===== src/rtl/jtdd_arb_pkg.sv =====
// Shared definitions for the ROM arbiter: FSM encoding and slot index width.
package jtdd_arb_pkg;

  localparam int SLOT_W = 1;

  typedef enum logic [1:0] {
    ST_IDLE   = 2'd0,
    ST_SETTLE = 2'd1,
    ST_WAIT   = 2'd2
  } arb_state_t;

endpackage


===== src/rtl/jtdd_rom_arb_if.sv =====
// Bus bundle between two requesters, the arbiter and the ROM port.
//
// Handshake: a requester raises csN with addrN and keeps addrN steady until
// okN; okN is only high while the cached tag equals the current addrN, so it
// may be consumed in the same cycle it is seen. On the ROM side rom_cs and
// rom_addr are held until rom_ok is accepted; rom_ok seen in the first cycle
// after a new address is treated as belonging to the previous access.
interface jtdd_rom_arb_if #(
  parameter int AW = 19,
  parameter int DW = 16
);
  import jtdd_arb_pkg::*;

  logic              cs0;
  logic [AW-1:0]     addr0;
  logic [DW-1:0]     data0;
  logic              ok0;
  logic              cs1;
  logic [AW-1:0]     addr1;
  logic [DW-1:0]     data1;
  logic              ok1;
  logic              rom_cs;
  logic [AW-1:0]     rom_addr;
  logic [DW-1:0]     rom_data;
  logic              rom_ok;
  // Debug view of the arbiter FSM and the slot currently owning the ROM.
  arb_state_t        st;
  logic [SLOT_W-1:0] grant;

  // Requesters and ROM side.
  modport master (
    output cs0, addr0, cs1, addr1, rom_data, rom_ok,
    input  data0, ok0, data1, ok1, rom_cs, rom_addr, st, grant
  );

  // Arbiter side.
  modport slave (
    input  cs0, addr0, cs1, addr1, rom_data, rom_ok,
    output data0, ok0, data1, ok1, rom_cs, rom_addr, st, grant
  );

endinterface


===== src/rtl/jtdd_arb_slot.sv =====
// One-entry address/data cache for a single requester slot.
module jtdd_arb_slot
  import jtdd_arb_pkg::*;
#(
  parameter int AW = 19,
  parameter int DW = 16
) (
  input  logic          clk,
  input  logic          rst,
  input  logic          cs,
  input  logic [AW-1:0] addr,
  input  logic          wr,
  input  logic [AW-1:0] wr_tag,
  input  logic [DW-1:0] wr_data,
  output logic          ok,
  output logic [DW-1:0] data,
  output logic          miss
);

  logic [AW-1:0] tag;
  logic [DW-1:0] dat;
  logic          valid;
  logic          hit;

  // Cache entry: written only by the arbiter when a fetch for this slot lands.
  always_ff @(posedge clk or posedge rst) begin
    if (rst) begin
      valid <= 1'b0;
      tag   <= '0;
      dat   <= '0;
    end else if (wr) begin
      valid <= 1'b1;
      tag   <= wr_tag;
      dat   <= wr_data;
    end
  end

  // Compare against the live address so ok tracks addr changes immediately.
  assign hit  = valid && (addr == tag);
  assign ok   = cs && hit;
  assign miss = cs && !hit;
  assign data = dat;

endmodule


===== src/rtl/jtdd_rom_arb.sv =====
// Two-slot ROM read arbiter: object engine on slot 0, tile fetcher on slot 1.
module jtdd_rom_arb
  import jtdd_arb_pkg::*;
#(
  parameter int AW = 19,
  parameter int DW = 16,
  parameter int RR = 1
) (
  input  logic           clk,
  input  logic           rst,
  jtdd_rom_arb_if.slave  bus
);

  arb_state_t        st, st_nx;
  logic [SLOT_W-1:0] win, win_nx;
  logic [SLOT_W-1:0] last, last_nx;
  logic              rom_cs_q, rom_cs_nx;
  logic [AW-1:0]     rom_addr_q, rom_addr_nx;
  logic [AW-1:0]     flight_tag, flight_tag_nx;
  logic              wr_en;
  logic              wr0, wr1;
  logic              miss0, miss1;

  jtdd_arb_slot #(.AW(AW), .DW(DW)) u_slot0 (
    .clk     (clk),
    .rst     (rst),
    .cs      (bus.cs0),
    .addr    (bus.addr0),
    .wr      (wr0),
    .wr_tag  (flight_tag),
    .wr_data (bus.rom_data),
    .ok      (bus.ok0),
    .data    (bus.data0),
    .miss    (miss0)
  );

  jtdd_arb_slot #(.AW(AW), .DW(DW)) u_slot1 (
    .clk     (clk),
    .rst     (rst),
    .cs      (bus.cs1),
    .addr    (bus.addr1),
    .wr      (wr1),
    .wr_tag  (flight_tag),
    .wr_data (bus.rom_data),
    .ok      (bus.ok1),
    .data    (bus.data1),
    .miss    (miss1)
  );

  // FSM and ROM port registers; reset drops rom_cs without waiting for a clock.
  always_ff @(posedge clk or posedge rst) begin
    if (rst) begin
      st         <= ST_IDLE;
      win        <= '0;
      last       <= SLOT_W'(1);
      rom_cs_q   <= 1'b0;
      rom_addr_q <= '0;
      flight_tag <= '0;
    end else begin
      st         <= st_nx;
      win        <= win_nx;
      last       <= last_nx;
      rom_cs_q   <= rom_cs_nx;
      rom_addr_q <= rom_addr_nx;
      flight_tag <= flight_tag_nx;
    end
  end

  // Grant selection, fetch sequencing and cache write strobe.
  always_comb begin
    st_nx         = st;
    win_nx        = win;
    last_nx       = last;
    rom_cs_nx     = rom_cs_q;
    rom_addr_nx   = rom_addr_q;
    flight_tag_nx = flight_tag;
    wr_en         = 1'b0;
    case (st)
      ST_IDLE: begin
        if (miss0 || miss1) begin
          win_nx = miss0 ? '0 : SLOT_W'(1);
          if (miss0 && miss1 && (RR != 0)) win_nx = ~last;
          rom_addr_nx   = (win_nx == '0) ? bus.addr0 : bus.addr1;
          flight_tag_nx = rom_addr_nx;
          rom_cs_nx     = 1'b1;
          st_nx         = ST_SETTLE;
        end
      end
      // rom_ok here may still refer to the previous address.
      ST_SETTLE: st_nx = ST_WAIT;
      ST_WAIT: begin
        if (bus.rom_ok) begin
          wr_en     = 1'b1;
          rom_cs_nx = 1'b0;
          last_nx   = win;
          st_nx     = ST_IDLE;
        end
      end
      default: st_nx = ST_IDLE;
    endcase
  end

  // The landed data goes under the in-flight tag, not the slot's live address.
  assign wr0 = wr_en && (win == '0);
  assign wr1 = wr_en && (win != '0);

  assign bus.rom_cs   = rom_cs_q;
  assign bus.rom_addr = rom_addr_q;
  assign bus.st       = st;
  assign bus.grant    = win;

endmodule

===== src/flat_wrapper.sv =====
// flat-port wrapper written by rule: the top's interface ports become plain ports
module jtdd_rom_arb_flat import jtdd_arb_pkg::*;
#(
  parameter int AW = 19,
  parameter int DW = 16,
  parameter int RR = 1
)
  (clk, rst, bus_cs0, bus_addr0, bus_cs1, bus_addr1, bus_rom_data, bus_rom_ok, bus_data0, bus_ok0, bus_data1, bus_ok1, bus_rom_cs, bus_rom_addr, bus_st, bus_grant);
  jtdd_rom_arb_if #(.AW(AW), .DW(DW)) bus_i ();
  input  logic clk;
  input  logic rst;
  input wire logic [$bits(bus_i.cs0)-1:0] bus_cs0;
  input wire logic [$bits(bus_i.addr0)-1:0] bus_addr0;
  input wire logic [$bits(bus_i.cs1)-1:0] bus_cs1;
  input wire logic [$bits(bus_i.addr1)-1:0] bus_addr1;
  input wire logic [$bits(bus_i.rom_data)-1:0] bus_rom_data;
  input wire logic [$bits(bus_i.rom_ok)-1:0] bus_rom_ok;
  output wire logic [$bits(bus_i.data0)-1:0] bus_data0;
  output wire logic [$bits(bus_i.ok0)-1:0] bus_ok0;
  output wire logic [$bits(bus_i.data1)-1:0] bus_data1;
  output wire logic [$bits(bus_i.ok1)-1:0] bus_ok1;
  output wire logic [$bits(bus_i.rom_cs)-1:0] bus_rom_cs;
  output wire logic [$bits(bus_i.rom_addr)-1:0] bus_rom_addr;
  output wire logic [$bits(bus_i.st)-1:0] bus_st;
  output wire logic [$bits(bus_i.grant)-1:0] bus_grant;
  assign bus_i.cs0 = bus_cs0;
  assign bus_i.addr0 = bus_addr0;
  assign bus_i.cs1 = bus_cs1;
  assign bus_i.addr1 = bus_addr1;
  assign bus_i.rom_data = bus_rom_data;
  assign bus_i.rom_ok = bus_rom_ok;
  assign bus_data0 = bus_i.data0;
  assign bus_ok0 = bus_i.ok0;
  assign bus_data1 = bus_i.data1;
  assign bus_ok1 = bus_i.ok1;
  assign bus_rom_cs = bus_i.rom_cs;
  assign bus_rom_addr = bus_i.rom_addr;
  assign bus_st = bus_i.st;
  assign bus_grant = bus_i.grant;
  jtdd_rom_arb #(.AW(AW), .DW(DW), .RR(RR)) u_core (.clk(clk), .rst(rst), .bus(bus_i));
endmodule

===== config.mk =====
export PLATFORM = sky130hd
export DESIGN_NAME = jtdd_rom_arb_flat
export DESIGN_NICKNAME = d
export VERILOG_FILES = /design/src/rtl/jtdd_arb_pkg.sv /design/src/rtl/jtdd_rom_arb_if.sv /design/src/rtl/jtdd_arb_slot.sv /design/src/rtl/jtdd_rom_arb.sv /design/src/flat_wrapper.sv
export SDC_FILE = /design/constraint.sdc
export NUM_CORES = 1
export LEC_CHECK = 0
export ABC_AREA = 0
export CORE_ASPECT_RATIO = 0.9
export CORE_MARGIN = 2
export CORE_UTILIZATION = 49
export DETAILED_ROUTE_END_ITERATION = 8
export PLACE_DENSITY = 0.86
export SLEW_MARGIN = 25
export SYNTH_ARGS = -nofsm -noshare
export SYNTH_HDL_FRONTEND = slang
export SYNTH_SLANG_ARGS = --single-unit

===== constraint.sdc =====
create_clock -name clk -period 3.3 [get_ports clk]
set_input_delay 0.495 -clock clk [delete_from_list [all_inputs] [get_ports clk]]
set_output_delay 0.495 -clock clk [all_outputs]
set_load 0.05 [all_outputs]

==> impl_results.html <==
<table>
<tr><th>Metric</th><th>Value</th></tr>
<tr><th colspan="2">Clock tree</th></tr>
<tr><td># H-tree levels</td><td>3</td></tr>
<tr><td>Clock root buffer master</td><td>sky130_fd_sc_hd__clkbuf_8</td></tr>
<tr><td>CTS buffer count</td><td>9</td></tr>
<tr><td>Clock-pin slew on the worst setup and hold paths</td><td>90 ps</td></tr>
<tr><td>CTS Sinks</td><td>between 90 and 100</td></tr>
<tr><td>Clock tree from TritonCTS</td><td>done</td></tr>
<tr><td>Post-CTS Repair Setup Buffers</td><td>0</td></tr>
<tr><td>Number of gates resized after cts</td><td>0</td></tr>
<tr><td>Largest buffer count on any clock path</td><td>2</td></tr>
<tr><td>Post-cts hold buffer count</td><td>0</td></tr>
<tr><td>Worst-Skew Late Latency</td><td>350 ps</td></tr>
<tr><th colspan="2">Power</th></tr>
<tr><td>Sequential Power Share</td><td>34.1%</td></tr>
<tr><td>Proportion of total power due to net switching</td><td>between 40 and 50%</td></tr>
<tr><td>Power density over the cells</td><td>1110 nW/um^2</td></tr>
<tr><td>Total Power Consumption</td><td>0.00650 W</td></tr>
<tr><td>Proportion of power drawn by the clock network</td><td>13.0%</td></tr>
<tr><td>IR Drop Worst-Case VDD</td><td>0.000631 V</td></tr>
<tr><td>Combinational group share of total power</td><td>a little over half</td></tr>
<tr><td>Internal portion of total power</td><td>0.00354 W</td></tr>
<tr><td>Net Switching</td><td>0.00296 W</td></tr>
<tr><td>P_leak</td><td>2.32 nW</td></tr>
<tr><th colspan="2">Critical path</th></tr>
<tr><td>Ordered cell list for the critical path</td><td>clkdlybuf4s50_1 &gt; xor2_1 &gt; nor4_1 &gt; and3_4 &gt; and3_1 &gt; buf_4</td></tr>
<tr><td>Crit path arrival time</td><td>2110 ps</td></tr>
<tr><td>Largest fanout on the critical path</td><td>3</td></tr>
<tr><td>Required arrival time at the worst endpoint</td><td>2800 ps</td></tr>
<tr><td>Worst Setup Path Type</td><td>in2out</td></tr>
<tr><td>Delay contributed by the slowest stage of the critical path</td><td>between 400 and 500 ps</td></tr>
<tr><td>Gate family responsible for the most delay along the worst path</td><td>simple AND/OR/NAND/NOR gates</td></tr>
<tr><td>Worst path buffer plus inverter count</td><td>2</td></tr>
<tr><td>CP Capture Type</td><td>primary output</td></tr>
<tr><td>Startpoint kind of the worst setup timing path</td><td>input pin</td></tr>
<tr><td>Worst path slowest cell</td><td>sky130_fd_sc_hd__clkdlybuf4s50_1</td></tr>
<tr><th colspan="2">Global route</th></tr>
<tr><td>Via count of the first global-routing pass</td><td>between 3000 and 4000</td></tr>
<tr><td>Maximum number of pins on one net before global-route repair</td><td>39</td></tr>
<tr><td>Antenna violations before repair</td><td>0</td></tr>
<tr><td>Gr ovfl total</td><td>0</td></tr>
<tr><td>Aggregate global-route resource usage</td><td>25.4%</td></tr>
<tr><td>Wire length of the first global-routing pass</td><td>19200 microns</td></tr>
<tr><th colspan="2">Detailed routing</th></tr>
<tr><td>TritonRoute pass-1 iters</td><td>6</td></tr>
<tr><td>Vias after detailed routing</td><td>3534</td></tr>
<tr><td>Post-detailed-route count of antenna-violating nets</td><td>0</td></tr>
<tr><td>Ratio of routed vias to standard cells</td><td>around 6</td></tr>
<tr><td>Total DRC errors in the routed layout</td><td>0</td></tr>
<tr><td>Post-DR wirelength/cell</td><td>just over 20 microns</td></tr>
<tr><td>Number of design-rule violations left by the first detailed-router iteration</td><td>299</td></tr>
<tr><td>Post-Route WL</td><td>11900 microns</td></tr>
<tr><th colspan="2">Floorplan</th></tr>
<tr><td>Floorplan row count</td><td>32</td></tr>
<tr><td>DIE HEIGHT</td><td>between 90 and 100 microns</td></tr>
<tr><td>Top-Level Pins</td><td>116</td></tr>
<tr><td>Width of the chip</td><td>roughly 100 microns</td></tr>
<tr><td>Std-Cell Core Area</td><td>8610 sq um</td></tr>
<tr><td>Total die area</td><td>9710 sq um</td></tr>
<tr><td>Starting Density</td><td>about 51%</td></tr>
<tr><th colspan="2">STA</th></tr>
<tr><td>Fin Clk Skew</td><td>8.81 ps</td></tr>
<tr><td>Setup TNS after final layout</td><td>0 ps</td></tr>
<tr><td>Maximum operating frequency</td><td>384 MHz</td></tr>
<tr><td>Final period demand of the worst path</td><td>2610 ps</td></tr>
<tr><td>Setup repair after global routing missed its margin</td><td>no</td></tr>
<tr><td>Ratio of final minimum period to clock period</td><td>79.0%</td></tr>
<tr><td>Hold Fails Final Rpt</td><td>0</td></tr>
<tr><td>Pin slew with the least headroom to its limit</td><td>855 ps</td></tr>
<tr><td>Pins over their slew limit</td><td>0</td></tr>
<tr><td>Slew Limit Headroom</td><td>43.0%</td></tr>
<tr><td>Number of setup violations in the final report</td><td>0</td></tr>
<tr><th colspan="2">Yosys</th></tr>
<tr><td>Dominant synthesized flop cell</td><td>sky130_fd_sc_hd__dfrtp_1</td></tr>
<tr><td>Post-synth EDFFs</td><td>0</td></tr>
<tr><td>Syn Nets</td><td>approximately 400</td></tr>
<tr><td>Sequential-to-total area share from yosys stat</td><td>54.9%</td></tr>
<tr><td>Count of synthesis-stage warnings from yosys</td><td>0</td></tr>
<tr><td>Number of distinct library cells after synthesis</td><td>38</td></tr>
<tr><td>Number of register bits inferred by synthesis</td><td>96</td></tr>
<tr><td>Async SR Flop Fraction</td><td>100%</td></tr>
<tr><td>Cell count after synthesis</td><td>352</td></tr>
<tr><td>Cell area after synthesis</td><td>~4400 sq um</td></tr>
<tr><td>Mean instance size in the synthesized netlist</td><td>12.4 sq um</td></tr>
<tr><th colspan="2">Layout</th></tr>
<tr><td>Post-layout instance area</td><td>around 6000 sq um</td></tr>
<tr><td>Diode count</td><td>0</td></tr>
<tr><td>Fillers</td><td>roughly 650</td></tr>
<tr><td>Fin util</td><td>between 60% and 70%</td></tr>
<tr><td>Share of final-layout standard cells stronger than drive strength 1</td><td>18.2%</td></tr>
<tr><td>Leading cell types in the layout, fill and taps excluded</td><td>sky130_fd_sc_hd__clkdlybuf4s50_1, sky130_fd_sc_hd__dfrtp_1, sky130_fd_sc_hd__mux2_2</td></tr>
<tr><td>Most common library cell in the layout ignoring fill and taps</td><td>sky130_fd_sc_hd__clkdlybuf4s50_1</td></tr>
<tr><td>Area grow syn2layout</td><td>34.3%</td></tr>
<tr><td>Post-layout net count</td><td>~530</td></tr>
<tr><th colspan="2">Placement</th></tr>
<tr><td>Buffers on Ports</td><td>115</td></tr>
<tr><td>Cell area reported after detailed placement</td><td>5670 sq um</td></tr>
<tr><td>DP HPWL</td><td>8320 microns</td></tr>
<tr><td>Routability congestion estimate</td><td>0.885</td></tr>
<tr><th colspan="2">Run</th></tr>
<tr><td>Max_cap viols</td><td>0</td></tr>
<tr><th colspan="2">Status</th></tr>
<tr><td>Outcome</td><td>finished clean</td></tr>
<tr><th colspan="2">Hold path</th></tr>
<tr><td>Hold crit path type</td><td>reg2reg</td></tr>
</table>
## kinds of logic (layout without fill, tap and decap cells)
logic type | after synthesis | count (layout) | synth area share, %
mux | 71 | 71 | 18.2
xor+xnor | 38 | 38 | 7.60
compound gates | 46 | 46 | 6.54
flops | 96 | 96 | 54.9
simple gates | 80 | 80 | 10.3
buf+inv | 21 | 142 | 2.40
## sequential cells by signal, summed over array words and instances, names as in the netlist
| signal | cells |
|---|---|
| u_core.u_slot0.tag | 19 |
| u_core.bus.grant | 1 |
| u_core.bus.rom_addr | 19 |
| u_core.u_slot1.tag | 19 |
| u_core.bus.rom_cs | 1 |
| u_core.u_slot1.valid | 1 |
| u_core.u_slot0.valid | 1 |
| u_core.last | 1 |
| u_core.bus.st | 2 |
| u_core.u_slot0.data | 16 |
| u_core.u_slot1.data | 16 |
## power by group through the flow
stage | Combinational [W] | Clock [W] | Sequential (W)
after CTS | 0.00344 | 0.000856 | 0.00221
final | 0.00344 | 0.000844 | 0.00222
after global routing | 0.00359 | 0.000903 | 0.00229
after global placement | 0.00334 | 0 | 0.00218
after detailed placement | 0.00342 | 0 | 0.00223
after floorplan | 0.00114 | 0 | 0.00330
## area by class of cell
class / count / area, sq um / share of cell area, %
well taps: 119 / 149 / 2.53
repair buffers: 124 / 1230 / 20.9
clock buffers: 13 / 149 / 2.53
multi-input cells: 235 / 1880 / 31.9
inverters: 2 / 8.76 / 0.149
flip-flops and latches: 96 / 2400 / 40.9
clock inverters: 3 / 65.1 / 1.11
## per-stage QoR
stage	worst slack [ps]	hold slack, ps	cells
after CTS	716	493	592
after global routing	619	505	592
final	694	493	592
after floorplan	301	452	352
after global placement	562	465	576
after detailed placement	489	477	576
## final timing paths
check	start	end	slack (ps)	cells after the start
setup / recovery	bus_addr1[2]	bus_ok1	690	6
hold / removal	u_core.u_slot0.data[13]$_DFFE_PP0P_	u_core.u_slot0.data[13]$_DFFE_PP0P_	490	1
setup reg to reg	u_core.u_slot0.tag[4]$_DFFE_PP0P_	u_core.bus.rom_addr[0]$_DFFE_PP0P_	990	6
hold reg to reg	u_core.u_slot0.data[13]$_DFFE_PP0P_	u_core.u_slot0.data[13]$_DFFE_PP0P_	490	1
max in group asynchronous	rst	u_core.u_slot0.tag[0]$_DFFE_PP0P_	2040	3
min in group asynchronous	rst	u_core.u_slot1.data[13]$_DFFE_PP0P_	530	2
## layer usage
layer / wire [microns] / GRT usage, % / up-vias / share of wire, %
met5: 0 / 0 / - / 0
met4: 317 / 10.1 / 0 / 2.7
met3: 1200 / 8.04 / 32 / 10
met2: 5870 / 43.7 / 229 / 49
met1: 4520 / 30.0 / 1750 / 38
li1: - / - / 1523 / -
## synthesized netlist by cell type (2+ instances only)
master / number / area (sq um)
sky130_fd_sc_hd__a31oi_1: 20 / 125
sky130_fd_sc_hd__and3_1: 2 / 12.5
sky130_fd_sc_hd__buf_2: 12 / 60.1
sky130_fd_sc_hd__clkbuf_1: 5 / 18.8
sky130_fd_sc_hd__dfrtp_1: 95 / 2380
sky130_fd_sc_hd__inv_1: 2 / 7.51
sky130_fd_sc_hd__mux2_1: 17 / 191
sky130_fd_sc_hd__mux2_2: 53 / 597
sky130_fd_sc_hd__nand2_1: 5 / 18.8
sky130_fd_sc_hd__nand2b_1: 2 / 12.5
sky130_fd_sc_hd__nand3_1: 19 / 95.1
sky130_fd_sc_hd__nand4_1: 13 / 81.3
sky130_fd_sc_hd__nor2_1: 4 / 15.0
sky130_fd_sc_hd__nor3_1: 21 / 105
sky130_fd_sc_hd__nor4_1: 5 / 31.3
sky130_fd_sc_hd__o21ai_0: 9 / 45.0
sky130_fd_sc_hd__o21ai_1: 10 / 50.1
sky130_fd_sc_hd__or2_1: 2 / 12.5
sky130_fd_sc_hd__xnor2_1: 26 / 228
sky130_fd_sc_hd__xor2_1: 12 / 105
(Power assumes the default switching activity.)
